### config.mk
export PLATFORM = sky130hd
export DESIGN_NAME = adder_64
export DESIGN_NICKNAME = d
export VERILOG_FILES = /design/src/rtl/adder_64.sv
export SDC_FILE = /design/constraint.sdc
export NUM_CORES = 1
export LEC_CHECK = 0
export BUFFER_PORTS_ARGS = -buffer_cell sky130_fd_sc_hd__clkbuf_2
export CORE_MARGIN = 1
export CORE_UTILIZATION = 50
export CTS_BUF_LIST = sky130_fd_sc_hd__clkbuf_4 sky130_fd_sc_hd__clkbuf_8 sky130_fd_sc_hd__clkbuf_16
export CTS_CLUSTER_DIAMETER = 100
export DETAILED_ROUTE_END_ITERATION = 10
export MAX_ROUTING_LAYER = met4
export PLACE_DENSITY = 0.88
export REMOVE_ABC_BUFFERS = 1
export SKIP_LAST_GASP = 1
export SYNTH_ARGS = -nofsm -noshare
export SYNTH_HDL_FRONTEND = slang
export SYNTH_SLANG_ARGS = --single-unit
### constraint.sdc
create_clock -name clk -period 2.6 [get_ports clk]
set_input_delay 0.39 -clock clk [delete_from_list [all_inputs] [get_ports clk]]
set_output_delay 0.39 -clock clk [all_outputs]
set_load 0.01 [all_outputs]
### src/rtl/adder_64.sv
// rtl/adder_64.sv - registered 64-bit adder with carry, overflow and zero flags
// Define ADDER_SPLIT_PIPE_EN for the two-stage pipeline split at bit 32 (latency 2); otherwise latency 1.
module adder_64 (
    input  logic        clk,
    input  logic        reset,
    input  logic [63:0] a,
    input  logic [63:0] b,
    input  logic        cin,
    input  logic        in_valid,
    output logic [63:0] out,
    output logic        cout,
    output logic        overflow,
    output logic        zero,
    output logic        out_valid
);

    logic [63:0] out_d, out_q;
    logic        cout_d, cout_q;
    logic        ovf_d, ovf_q;
    logic        zero_d, zero_q;
    logic        valid_d, valid_q;

`ifdef ADDER_SPLIT_PIPE_EN
    logic [32:0] lo_d, lo_q;
    logic [31:0] a_hi_d, a_hi_q;
    logic [31:0] b_hi_d, b_hi_q;
    logic        v1_d, v1_q;
    logic [32:0] hi;

    always_comb begin
        lo_d   = {1'b0, a[31:0]} + {1'b0, b[31:0]} + {32'd0, cin};
        a_hi_d = a[63:32];
        b_hi_d = b[63:32];
        v1_d   = in_valid;
    end

    always_ff @(posedge clk or posedge reset) begin
        if (reset) begin
            lo_q   <= '0;
            a_hi_q <= '0;
            b_hi_q <= '0;
            v1_q   <= 1'b0;
        end else begin
            lo_q   <= lo_d;
            a_hi_q <= a_hi_d;
            b_hi_q <= b_hi_d;
            v1_q   <= v1_d;
        end
    end

    // Upper half consumes the registered carry out of bit 31.
    always_comb begin
        hi      = {1'b0, a_hi_q} + {1'b0, b_hi_q} + {32'd0, lo_q[32]};
        out_d   = {hi[31:0], lo_q[31:0]};
        cout_d  = hi[32];
        ovf_d   = (a_hi_q[31] == b_hi_q[31]) && (hi[31] != a_hi_q[31]);
        valid_d = v1_q;
        zero_d  = (out_d == 64'd0);
    end
`else
    logic [64:0] sum;

    always_comb begin
        sum     = {1'b0, a} + {1'b0, b} + {64'd0, cin};
        out_d   = sum[63:0];
        cout_d  = sum[64];
        ovf_d   = (a[63] == b[63]) && (sum[63] != a[63]);
        valid_d = in_valid;
        zero_d  = (out_d == 64'd0);
    end
`endif

    // zero clears on reset even though out is also cleared to 0.
    always_ff @(posedge clk or posedge reset) begin
        if (reset) begin
            out_q   <= '0;
            cout_q  <= 1'b0;
            ovf_q   <= 1'b0;
            zero_q  <= 1'b0;
            valid_q <= 1'b0;
        end else begin
            out_q   <= out_d;
            cout_q  <= cout_d;
            ovf_q   <= ovf_d;
            zero_q  <= zero_d;
            valid_q <= valid_d;
        end
    end

    assign out       = out_q;
    assign cout      = cout_q;
    assign overflow  = ovf_q;
    assign zero      = zero_q;
    assign out_valid = valid_q;

endmodule

==> results of run 1 <==
==> cell usage after synthesis (all sizes together) (7+ instances only) <==
library cell	instances	area share, %
a21oi	84	7.5
nand2	70	4.4
dfrtp	68	28
ha	63	13
nor2	56	3.5
o21ai	49	4.2
xnor2	33	4.8
xor2	26	3.8
a21o	25	3.1
nand4	23	2.5
inv	22	1.4
o21a	14	1.7
buf	13	1.2
o21bai	11	1.4
nand3	10	0.91
nor3	10	1.0
nor4	10	1.4
a211oi	9	1.5
a2111oi	7	1.2
nor2b	7	0.72
o211ai	7	1.0
==> layer usage <==
layer / GRT usage (%) / GRT overflow
met5: - / -
met4: 96.6 / 82
met3: 73.9 / 6
met2: 103 / 133
met1: 85.1 / 3
==> metrics by stage <==
step                TNS (ps)  instance area [sq um]
global placement      -13450                   9090
floorplan              -2800                   5950
detailed placement    -18370                   9090
CTS                    -4500                  10000
==> timing repair <==
item	in CTS
hold buffers	0
endpoints found under the hold margin	0
resized for setup	89
pin swaps	57
cloned	0
endpoints found under the setup margin	30
setup buffers	23
==> logic make-up after synthesis <==
logic type	share of synthesized area, %
xor gates and xnor gates	8.55
DFF	28.2
AOI/OAI and AO/OA	26.9
adders and majority gates	13.7
and+or+nand+nor	19.5
muxes	0.331
buffers and inverters	2.86
==> metrics.txt, run 1 <==
I/O pin count 200; Clock Path Buffers 2; Async SR Flop Fraction 100%; Post-DP HPWL 19,400 um; Worst EP Category sequential cell input; #FFs+latches synth 68; yosys warns 0; mapped cell area 6040 sq um; GPL Wtd Cong 1.07; Die Wd 112 um; I/O Buffers 199; pin count of the biggest net entering global routing 26; CTS buffer count 9; Starting Density 52.0%; Place WS -1320 ps; Die Y 112 um; Seq/Total Area, Yosys 28.2%; num rows 39; Unique masters post-synth 79; All-Layer GR Usage 89.3%; status stopped before the end; post-GRT worst EP zero$_DFF_PP0_/D; synthesized area per cell 8.66 sq um; Inst Count DP 1,283; GRT Residual Overflow 224; Post-synth EDFFs 0; root buf cell clkbuf_16; halt point of the flow global routing; Synth Instances 698; Synth Flop Type dfrtp_1; Err [ERROR GRT-0232] Routing congestion too high. Check the congestion heatmap in the GUI.; htree depth 3; clk sink count 68
==> run 2: changes to the inputs <==
==> config.mk (replaced) <==
export PLATFORM = sky130hd
export DESIGN_NAME = adder_64
export DESIGN_NICKNAME = d
export VERILOG_FILES = /design/src/rtl/adder_64.sv
export SDC_FILE = /design/constraint.sdc
export NUM_CORES = 1
export LEC_CHECK = 0
export BUFFER_PORTS_ARGS = -buffer_cell sky130_fd_sc_hd__clkbuf_2
export CORE_MARGIN = 1
export CORE_UTILIZATION = 35
export DETAILED_ROUTE_END_ITERATION = 10
export PLACE_DENSITY_LB_ADDON = 0.15
export REMOVE_ABC_BUFFERS = 1
export SKIP_LAST_GASP = 1
export SYNTH_ARGS = -nofsm -noshare
export SYNTH_HDL_FRONTEND = slang
export SYNTH_SLANG_ARGS = --single-unit
==> run 2 against run 1 <==
- the flow now finishes, with violations (negative setup slack)
- area after synthesis stayed put
- synthesized cell count unchanged
==> metrics.txt, run 2 <==
clk sink count 68 (unchanged); combinational share of power 52.6%; Core ar. 16,700 sq um; clock share of power 22.2%; Inst Count DP 1,401 (was 1,283); CP Launch Point cin; CP Buf/Inv Count 4; synthesis-to-layout area growth 77.2%; CTS buffer count 9 (unchanged); antenna viol nets, final 0; hold buffer count at cts 0 (unchanged); FMAX 289 MHz; Die Y 133 um (was 112 um); #FFs+latches synth 68 (unchanged); Seq pwr share 25.1%; Worst Path Max Fanout 3; design internal power 3.42 mW; pin slew with the least headroom to its limit 576 ps; largest family of logic cells by synthesized area compound AO/OA/AOI/OAI gates (unchanged); CP Data Required Time 2850 ps; Peak supply drop 0.384 mV; drt wl/cell 16.3 um; failing checks negative setup slack; met3 Resource Use GR 4.68%; Startpoint Class input pin; final core occ 64.1%; vias in the first global route 7,307; LEAKAGE 5.29 nW; mux contribution to synthesized area 0.331% (unchanged); RSZ-0062 raised after global routing yes; most common cell in the netlist a21oi_1 (unchanged); ordered cell list for the critical path buf_6, inv_4, fa_2, inv_2, fa_2, a211oi_4, o31ai_4, buf_4, o21ai_4, a311oi_4, nor3_4, a21oi_2, o211ai_2, a32o_2, xnor2_2, or4_1, nor4b_4; pwr/cell area 504 nW/um^2; Sw Share 36.8%; root buf cell clkbuf_16 (unchanged); final hold violation count 0; CP endpoint zero$_DFF_PP0_; I/O Buffers 199 (unchanged); Post-synth EDFFs 0 (unchanged); P_sw 1.98 mW; num rows 47 (was 39); mapped cell area 6040 sq um (unchanged); most used cell, CP fa_2; busiest grt layer met2; initial antenna violation count 1; Synth top cells by count a21oi_1 (77), dfrtp_1 (68), nand2_1 (68) (unchanged); Tcrit/Tclk final 133%; setup violators final 22; Post-DP HPWL 19,400 um (about the same); DR pass1 iterations 5; Unique masters post-synth 79 (unchanged); Final min period 3470 ps; CTS tree yes; Starting DRT DRC Count 362; Seq/Total Area, Yosys 28.2% (unchanged); WP depth 17; most frequent cells in the layout buf_4 (314), clkbuf_2 (196), dfrtp_1 (68); I/O pin count 200 (unchanged); worst endpoint data arrival time 3720 ps; fillers 1,450; Starting Density 36.2% (was 52.0%); first-pass GRT wire length 37,000 um; Die Wd 133 um (was 112 um); CP max stage delay 460 ps; Final Non-Filler Cells 1,443; Synth top area share 28.2% (unchanged); critical path endpoint category register; post-synth top area cell dfrtp_1 (unchanged); GRT Residual Overflow 0; Worst slew margin 61.5%; area share of and/or/nand/nor cells after synthesis 19.5% (unchanged); compound-cell area share of the yosys netlist 26.9% (unchanged); Maximum Capacitance Violations 0; # diodes 0; Vias 7,346; worst setup margin -866 ps; Slew Viols, Final 0; final wirelength 23,600 um; max FFs per register 64; htree depth 3 (unchanged); Synth Area in Adders 13.7% (unchanged); layout cells sized above 1 54.6%; start-to-end type of the worst setup path input pin to register; pin count of the biggest net entering global routing 26; DRC viols 0; Crit path max-delay family compound AO/OA/AOI/OAI gates; GPL Wtd Cong 0.914 (was 1.07); Synth Flop Type dfrtp_1 (unchanged); Final Net Count 1,415; die area 17,800 sq um; Async SR Flop Fraction 100% (unchanged); DR vias/cell 5.09; Synth Area in XOR/XNOR 8.55% (unchanged); status complete, but fails checks (was stopped before the end); GR Layer Usage met1 35.8%; met2 Use GR 43.1%; top cells by area, synth dfrtp_1 (28%), ha_1 (13%), a21oi_1 (6.4%) (unchanged); class of the worst hold path input pin to asynchronous set/reset pin; All-Layer GR Usage 26.6%; clock slew at reported path FFs 60 ps; Synth Instances 698 (unchanged); commonest non-fill, non-tap cell in the layout buf_4; yosys warns 0 (unchanged); Clock Path Buffers 2 (unchanged); crit path max-delay cell type or4_1; synthesized area per cell 8.66 sq um (unchanged)
==> run 2: cell counts after synthesis <==
No cell type changed its count.
==> run 2: area by class of cell <==
type | count | area, sq um | area share (%)
clock buffers | 11 | 253 | 2.36
clock inverters | 5 | 36.3 | 0.339
inverters | 22 | 87.6 | 0.818
multi-input cells | 590 | 4820 | 45.1
flip-flops and latches | 68 | 1700 | 15.9
well taps | 220 | 275 | 2.57
repair buffers | 527 | 3530 | 33.0
==> run 2: worst min path at each step <==
stage                                      to  startpoint  slack, ps
after floorplan           out_valid$_DFF_PP0_    in_valid        420
after global placement     overflow$_DFF_PP0_       reset        450
after detailed placement   overflow$_DFF_PP0_       reset        450
after CTS                   out[49]$_DFF_PP0_       reset         90
after global routing       overflow$_DFF_PP0_       reset        120
final                       out[55]$_DFF_PP0_       reset         80
==> run 2: power groups by stage <==
stage	Clock [mW]	Combinational, mW	Sequential, mW
finish	1.20	2.84	1.36
global route	1.26	3.06	1.38
CTS	1.22	2.69	1.36
detailed placement	0	2.53	1.38
global placement	0	2.53	1.38
floorplan	0	0.959	1.49
==> run 2: kinds of logic (layout without fill, tap and decap cells) <==
family / Yosys count / in the layout
xor gates and xnor gates: 59 / 59
and+or+nand+nor: 226 / 226
muxes: 2 / 2
buffers and inverters: 40 / 565
DFF: 68 / 68
adders and majority gates: 65 / 65
AOI/OAI and AO/OA: 238 / 238
==> run 2: per-layer routing <==
| metal | part of all wire (%) | wire length (um) |
|---|---|---|
| met4 | 1.7 | 404 |
| met2 | 47 | 11000 |
| met3 | 5.8 | 1370 |
| met5 | 0 | 0 |
| met1 | 46 | 10800 |
==> run 2: through the flow <==
step | hold WS [ps] | power, mW | setup WS [ps] | area [sq um] | TNS, ps
4_1_cts | 88.9 | 5.27 | -879 | 10300 | -4980
6_report | 76.5 | 5.40 | -866 | 10700 | -4900
5_1_grt | 116 | 5.69 | -1020 | 10700 | -7810
3_5_place_dp | 451 | 3.91 | -1450 | 9490 | -21860
2_1_floorplan | 421 | 2.45 | -944 | 5950 | -2800
3_3_place_gp | 449 | 3.91 | -1260 | 9490 | -18630
==> run 2: timing repair <==
action / CTS / global route
setup buffers: 19 / 17
endpoints found under the setup margin: 29 / 38
pin swaps: 45 / 53
resized for setup: 76 / 67
No activity file was read; power rests on OpenSTA's default activity.
==> run 3: changes to the inputs <==
--- a/config.mk
+++ b/config.mk
@@ -7,7 +7,8 @@
 export LEC_CHECK = 0
 export BUFFER_PORTS_ARGS = -buffer_cell sky130_fd_sc_hd__clkbuf_2
 export CORE_MARGIN = 1
-export CORE_UTILIZATION = 35
+export CORE_UTILIZATION = 45
+export CTS_CLUSTER_DIAMETER = 30
 export DETAILED_ROUTE_END_ITERATION = 10
 export PLACE_DENSITY_LB_ADDON = 0.15
 export REMOVE_ABC_BUFFERS = 1
==> run 3 against run 2 <==
- the flow still finishes with violations (negative setup slack)
- final cell count decreased by 5.8%
- worst setup slack got worse by 34 ps
- die area decreased by 22%
- routed wire length increased by 4.6%
- critical path depth decreased by 1
- critical path type unchanged
- largest power group unchanged
==> metrics.txt, run 3 (same netlist as run 2, synthesis figures left out) <==
Final min period 3500 ps (was 3470 ps); failing checks negative setup slack (unchanged); GRT Residual Overflow 0 (unchanged); CTS tree yes (unchanged); pin slew with the least headroom to its limit 829 ps (was 576 ps); post-route cell area 10,300 sq um (was 10,700 sq um); commonest non-fill, non-tap cell in the layout buf_4 (unchanged); I/O pin count 200 (unchanged); I/O Buffers 199 (unchanged); vias in the first global route 7,908 (was 7,307); pwr/cell area 534 nW/um^2 (was 504 nW/um^2); worst endpoint data arrival time 3750 ps (was 3720 ps); Tcrit/Tclk final 135% (was 133%); Core ar. 12,900 sq um (was 16,700 sq um); DRC viols 0 (unchanged); critical path endpoint category register (unchanged); synthesis-to-layout area growth 70.6% (was 77.2%); start-to-end type of the worst setup path input pin to register (unchanged); CTS buffer count 9 (unchanged); Placement Cell Area 9270 sq um (was 9490 sq um); final hold violation count 0 (unchanged); class of the worst hold path input pin to asynchronous set/reset pin (unchanged); num rows 41 (was 47); Die Wd 118 um (was 133 um); layout cells sized above 1 52.8% (was 54.6%); Starting DRT DRC Count 527 (was 362); antenna viol nets, final 0 (unchanged); Worst Path Max Fanout 3 (unchanged); htree depth 3 (unchanged); Worst slew margin 43.3% (was 61.5%); FMAX 286 MHz (was 289 MHz); clock slew at reported path FFs 60 ps (about the same); # diodes 0 (unchanged); most frequent cells in the layout buf_4 (282), clkbuf_2 (196), dfrtp_1 (68) (was buf_4 (314), clkbuf_2 (196), dfrtp_1 (68)); Slew Viols, Final 0 (unchanged); CP Data Required Time 2850 ps (about the same); status complete, but fails checks (unchanged); Peak supply drop 0.280 mV (was 0.384 mV); LEAKAGE 5.07 nW (was 5.29 nW); Maximum Capacitance Violations 0 (unchanged); drt wl/cell 18.1 um (was 16.3 um); Starting Density 46.9% (was 36.2%); die area 13,900 sq um (was 17,800 sq um); worst setup margin -899 ps (was -866 ps); All-Layer GR Usage 35.7% (was 26.6%); final wirelength 24,700 um (was 23,600 um); Tot Pwr 5.50 mW (was 5.40 mW); first-pass GRT wire length 39,400 um (was 37,000 um); Startpoint Class input pin (unchanged); Clock Path Buffers 2 (unchanged); hold buffer count at cts 0 (unchanged); max FFs per register 64 (unchanged); setup tns final -3780 ps (was -4900 ps); initial antenna violation count 0 (was 1); Die Y 118 um (was 133 um); clk sink count 68 (unchanged); pin count of the biggest net entering global routing 47 (was 26); setup violators final 19 (was 22); root buf cell clkbuf_16 (unchanged); DR vias/cell 5.59 (was 5.09); GPL Wtd Cong 1.02 (was 0.914); Post-DP HPWL 19,500 um (was 19,400 um); Vias 7,607 (was 7,346); RSZ-0062 raised after global routing yes (unchanged); Final Net Count 1,380 (was 1,415); DR pass1 iterations 5 (unchanged)
run 3: cell count changes in the layout (fill, tap and decap cells not counted), moves of 4 or more:
cell     delta
buf_4      -32
ha_1        -7
o21ai_1     +5
ha_4        +8
xor2_1      +4
xnor2_1     +5
buf_6       -4
xnor2_2     -4
run 3: power by group:
part / total, mW / internal [mW] / switching, mW
Combinational: 2.75 / 1.36 / 1.39
Sequential: 1.37 / 1.28 / 0.0820
Clock: 1.38 / 0.866 / 0.517
Total: 5.50 / 3.51 / 1.99
run 3: worst paths after layout:
kind                           from             endpoint  slack (ps)  cells after the start
min in group clk           in_valid  out_valid$_DFF_PP0_         160                      1
max                            a[0]       zero$_DFF_PP0_        -900                     16
min                           reset    out[57]$_DFF_PP0_          80                      2
max in group asynchronous     reset    out[32]$_DFF_PP0_        1870                      3
run 3: what timing repair did:
action                                  in CTS  in global routing
pin swaps                                   42                 40
buffers inserted                            25                  8
endpoints found under the setup margin      26                 32
hold endpoints to repair                     0                  0
resized for setup                           71                 56
run 3: critical path, cell delays in order:
cell and delay (ps):
buf_6 80, inv_4 30, fa_2 390, inv_2 70, fa_2 220, a211oi_4 80
o31ai_4 340, o21ai_2 140, a311oi_2 350, nor3_4 80, a21oi_2 230, o211ai_2 120
a32o_2 280, xnor2_2 150, or4_1 540, nor4b_2 240
run 3: per-stage QoR:
| stage | setup WS, ps | std cells | utilization [%] | hold WS, ps |
|---|---|---|---|---|
| 2_1_floorplan | -944 | 680 | - | 421 |
| 3_3_place_gp | -1230 | 1330 | 72.0 | 425 |
| 6_report | -899 | 1360 | 80.1 | 83.1 |
| 5_1_grt | -964 | 1360 | 80.1 | 134 |
| 3_5_place_dp | -1300 | 1330 | 72.0 | 465 |
| 4_1_cts | -877 | 1364 | 78.4 | 100 |
run 3: layer usage:
metal,GRT usage (%),routed length (um),up-vias
li1,-,-,3569
met1,46.4,10700,3575
met2,59.4,11400,389
met3,5.23,1770,74
met4,13.7,816,0
met5,0,0,-
run 3: cell type report:
class	count	area [sq um]
inverters	22	87.6
multi-input cells	590	4720
fillers	868	2560
clock buffers	10	239
repair buffers	492	3260
well taps	172	215
clock inverters	6	86.3
flip-flops and latches	68	1700
==> run 4: changes to the inputs <==
--- a/config.mk
+++ b/config.mk
@@ -10,7 +10,7 @@
 export CORE_UTILIZATION = 45
 export CTS_CLUSTER_DIAMETER = 30
 export DETAILED_ROUTE_END_ITERATION = 10
-export PLACE_DENSITY_LB_ADDON = 0.15
+export PLACE_DENSITY_LB_ADDON = 0.1
 export REMOVE_ABC_BUFFERS = 1
 export SKIP_LAST_GASP = 1
 export SYNTH_ARGS = -nofsm -noshare
==> run 4 against run 3 <==
- the run still ends with negative setup slack left
- hold slack lost 33 ps
- power up 2.1%
- sequential share of layout area down 0.52 points
- first-iteration DRC count rose by 40%
- clock power shrank 6%
- combinational power grew 7%
- routed wire length increased by 15%
- final cell count rose by 1.4%
- largest cell class unchanged
- highest routed layer unchanged
==> metrics.txt, run 4 (same netlist as run 2, synthesis figures left out) <==
commonest non-fill, non-tap cell in the layout buf_4 (unchanged); I/O Buffers 199 (unchanged); CTS buffer count 9 (unchanged); initial antenna violation count 0 (unchanged); combinational share of power 52.3% (was 50.0%); status complete, but fails checks (unchanged); Maximum Capacitance Violations 0 (unchanged); final hold violation count 0 (unchanged); drt wl/cell 20.5 um (was 18.1 um); Final Net Count 1,399 (was 1,380); antenna viol nets, final 0 (unchanged); clock slew at reported path FFs 70 ps (was 60 ps); final wirelength 28,300 um (was 24,700 um); start-to-end type of the worst setup path input pin to register (unchanged); FMAX 281 MHz (was 286 MHz); vias in the first global route 7,636 (was 7,908); All-Layer GR Usage 36.0% (was 35.7%); hold buffer count at cts 0 (unchanged); Seq pwr share 24.5% (was 24.8%); design internal power 3.47 mW (was 3.51 mW); RSZ-0062 raised after global routing yes (unchanged); Vias 8,177 (was 7,607); clk sink count 68 (unchanged); synthesis-to-layout area growth 76.1% (was 70.6%); die area 13,900 sq um (unchanged); ordered cell list for the critical path buf_6, inv_4, fa_2, inv_2, fa_2, a211oi_4, o31ai_4, o21ai_4, a41oi_2, buf_6, a21oi_4, xnor2_2, a2111oi_4, buf_4, nand3_2, or4_4, nor4b_4 (was buf_6, inv_4, fa_2, inv_2, fa_2, a211oi_4, o31ai_4, o21ai_2, a311oi_2, nor3_4, a21oi_2, o211ai_2, a32o_2, xnor2_2, or4_1, nor4b_2); # diodes 0 (unchanged); critical path endpoint category register (unchanged); Starting Density 46.9% (unchanged); pwr/cell area 528 nW/um^2 (was 534 nW/um^2); Core ar. 12,900 sq um (unchanged); root buf cell clkbuf_16 (unchanged); LEAKAGE 5.20 nW (was 5.07 nW); Worst Path Max Fanout 3 (unchanged); Worst slew margin 58.0% (was 43.3%); failing checks negative setup slack (unchanged); DR pass1 iterations 5 (unchanged); most frequent cells in the layout buf_4 (287), clkbuf_2 (197), dfrtp_1 (68) (was buf_4 (282), clkbuf_2 (196), dfrtp_1 (68)); CP Data Required Time 2860 ps (was 2850 ps); Peak supply drop 0.353 mV (was 0.280 mV); num rows 41 (unchanged); Final min period 3560 ps (was 3500 ps); Tcrit/Tclk final 137% (was 135%); CP max stage delay 550 ps (was 540 ps); DRC viols 0 (unchanged); layout cells sized above 1 54.3% (was 52.8%); crit path max-delay cell type or4_4 (was or4_1); worst setup margin -958 ps (was -899 ps); Die Wd 118 um (unchanged); class of the worst hold path input pin to asynchronous set/reset pin (unchanged); first-pass GRT wire length 39,400 um (about the same); pin count of the biggest net entering global routing 50 (was 47); I/O pin count 200 (unchanged); Place WS -1510 ps (was -1300 ps); GPL Wtd Cong 0.944 (was 1.02); Startpoint Class input pin (unchanged); post-route cell area 10,600 sq um (was 10,300 sq um); GRT Residual Overflow 0 (unchanged); Sw Share 38.3% (was 36.2%); max FFs per register 64 (unchanged); Placement Cell Area 9310 sq um (was 9270 sq um); Die Y 118 um (unchanged); pin slew with the least headroom to its limit 613 ps (was 829 ps); CTS tree yes (unchanged); Post-DP HPWL 19,400 um (was 19,500 um); Slew Viols, Final 0 (unchanged); htree depth 3 (unchanged); DR vias/cell 5.93 (was 5.59); clock share of power 23.2% (was 25.1%); Starting DRT DRC Count 740 (was 527); setup violators final 27 (was 19); Clock Path Buffers 2 (unchanged); worst endpoint data arrival time 3810 ps (was 3750 ps); P_sw 2.15 mW (was 1.99 mW)
-- run 4: cell count changes in the layout (fill, tap and decap cells not counted), sizes merged --
cell / delta
buf: +18
clkinv: -1
clkbuf: +2
clkinvlp: +2
bufinv: -1
inv: -1
-- run 4: repair_timing --
| action | CTS | global route |
|---|---|---|
| endpoints found under the setup margin | 24 | 37 |
| resized for setup | 54 | 117 |
| setup buffers | 19 | 28 |
| pin swaps | 32 | 81 |
-- run 4: routing by layer --
layer	vias up	global-route usage [%]	share of wire (%)
met5	-	0	0
met4	0	16.3	5.0
met3	151	5.23	8.5
met2	547	58.8	47
met1	3883	46.8	40
li1	3596	-	-
-- run 4: final timing paths --
path,from,to,slack (ps),cells after the start
min,reset,out_valid$_DFF_PP0_,50,2
max in group asynchronous,reset,out[39]$_DFF_PP0_,1890,3
min in group clk,in_valid,out_valid$_DFF_PP0_,140,1
max,b[0],zero$_DFF_PP0_,-960,17
-- run 4: power groups by stage --
stage	combinational [mW]	clock, mW	sequential (mW)
2_1_floorplan	0.959	0	1.49
3_3_place_gp	2.42	0	1.38
3_5_place_dp	2.45	0	1.38
4_1_cts	2.60	1.30	1.37
5_1_grt	3.08	1.35	1.39
6_report	2.94	1.30	1.38
-- run 4: stage by stage --
step / power [mW] / instances / util [%] / hold WS (ps) / TNS (ps)
2_1_floorplan: 2.45 / 680 / - / 421 / -2800
3_3_place_gp: 3.80 / 1335 / 72.3 / 407 / -17400
3_5_place_dp: 3.84 / 1335 / 72.3 / 430 / -20230
4_1_cts: 5.26 / 1368 / 77.6 / 65.6 / -6630
5_1_grt: 5.82 / 1379 / 82.7 / 92.4 / -9270
6_report: 5.62 / 1379 / 82.7 / 50.5 / -6840
-- run 4: worst max-delay path, delay by kind of cell --
family | cells | cell delay, ps
buffers and inverters | 5 | 530
XOR/XNOR | 1 | 110
adder cells (fa/ha/maj) | 2 | 580
AND/OR/NAND/NOR | 3 | 840
AO/OA/AOI/OAI | 6 | 1360
-- run 4: final cells by class --
class | instances | area [sq um]
inverters | 22 | 87.6
flip-flops and latches | 68 | 1700
well taps | 172 | 215
clock buffers | 11 | 243
fillers | 748 | 2230
multi-input cells | 590 | 4880
repair buffers | 511 | 3450
clock inverters | 5 | 61.3
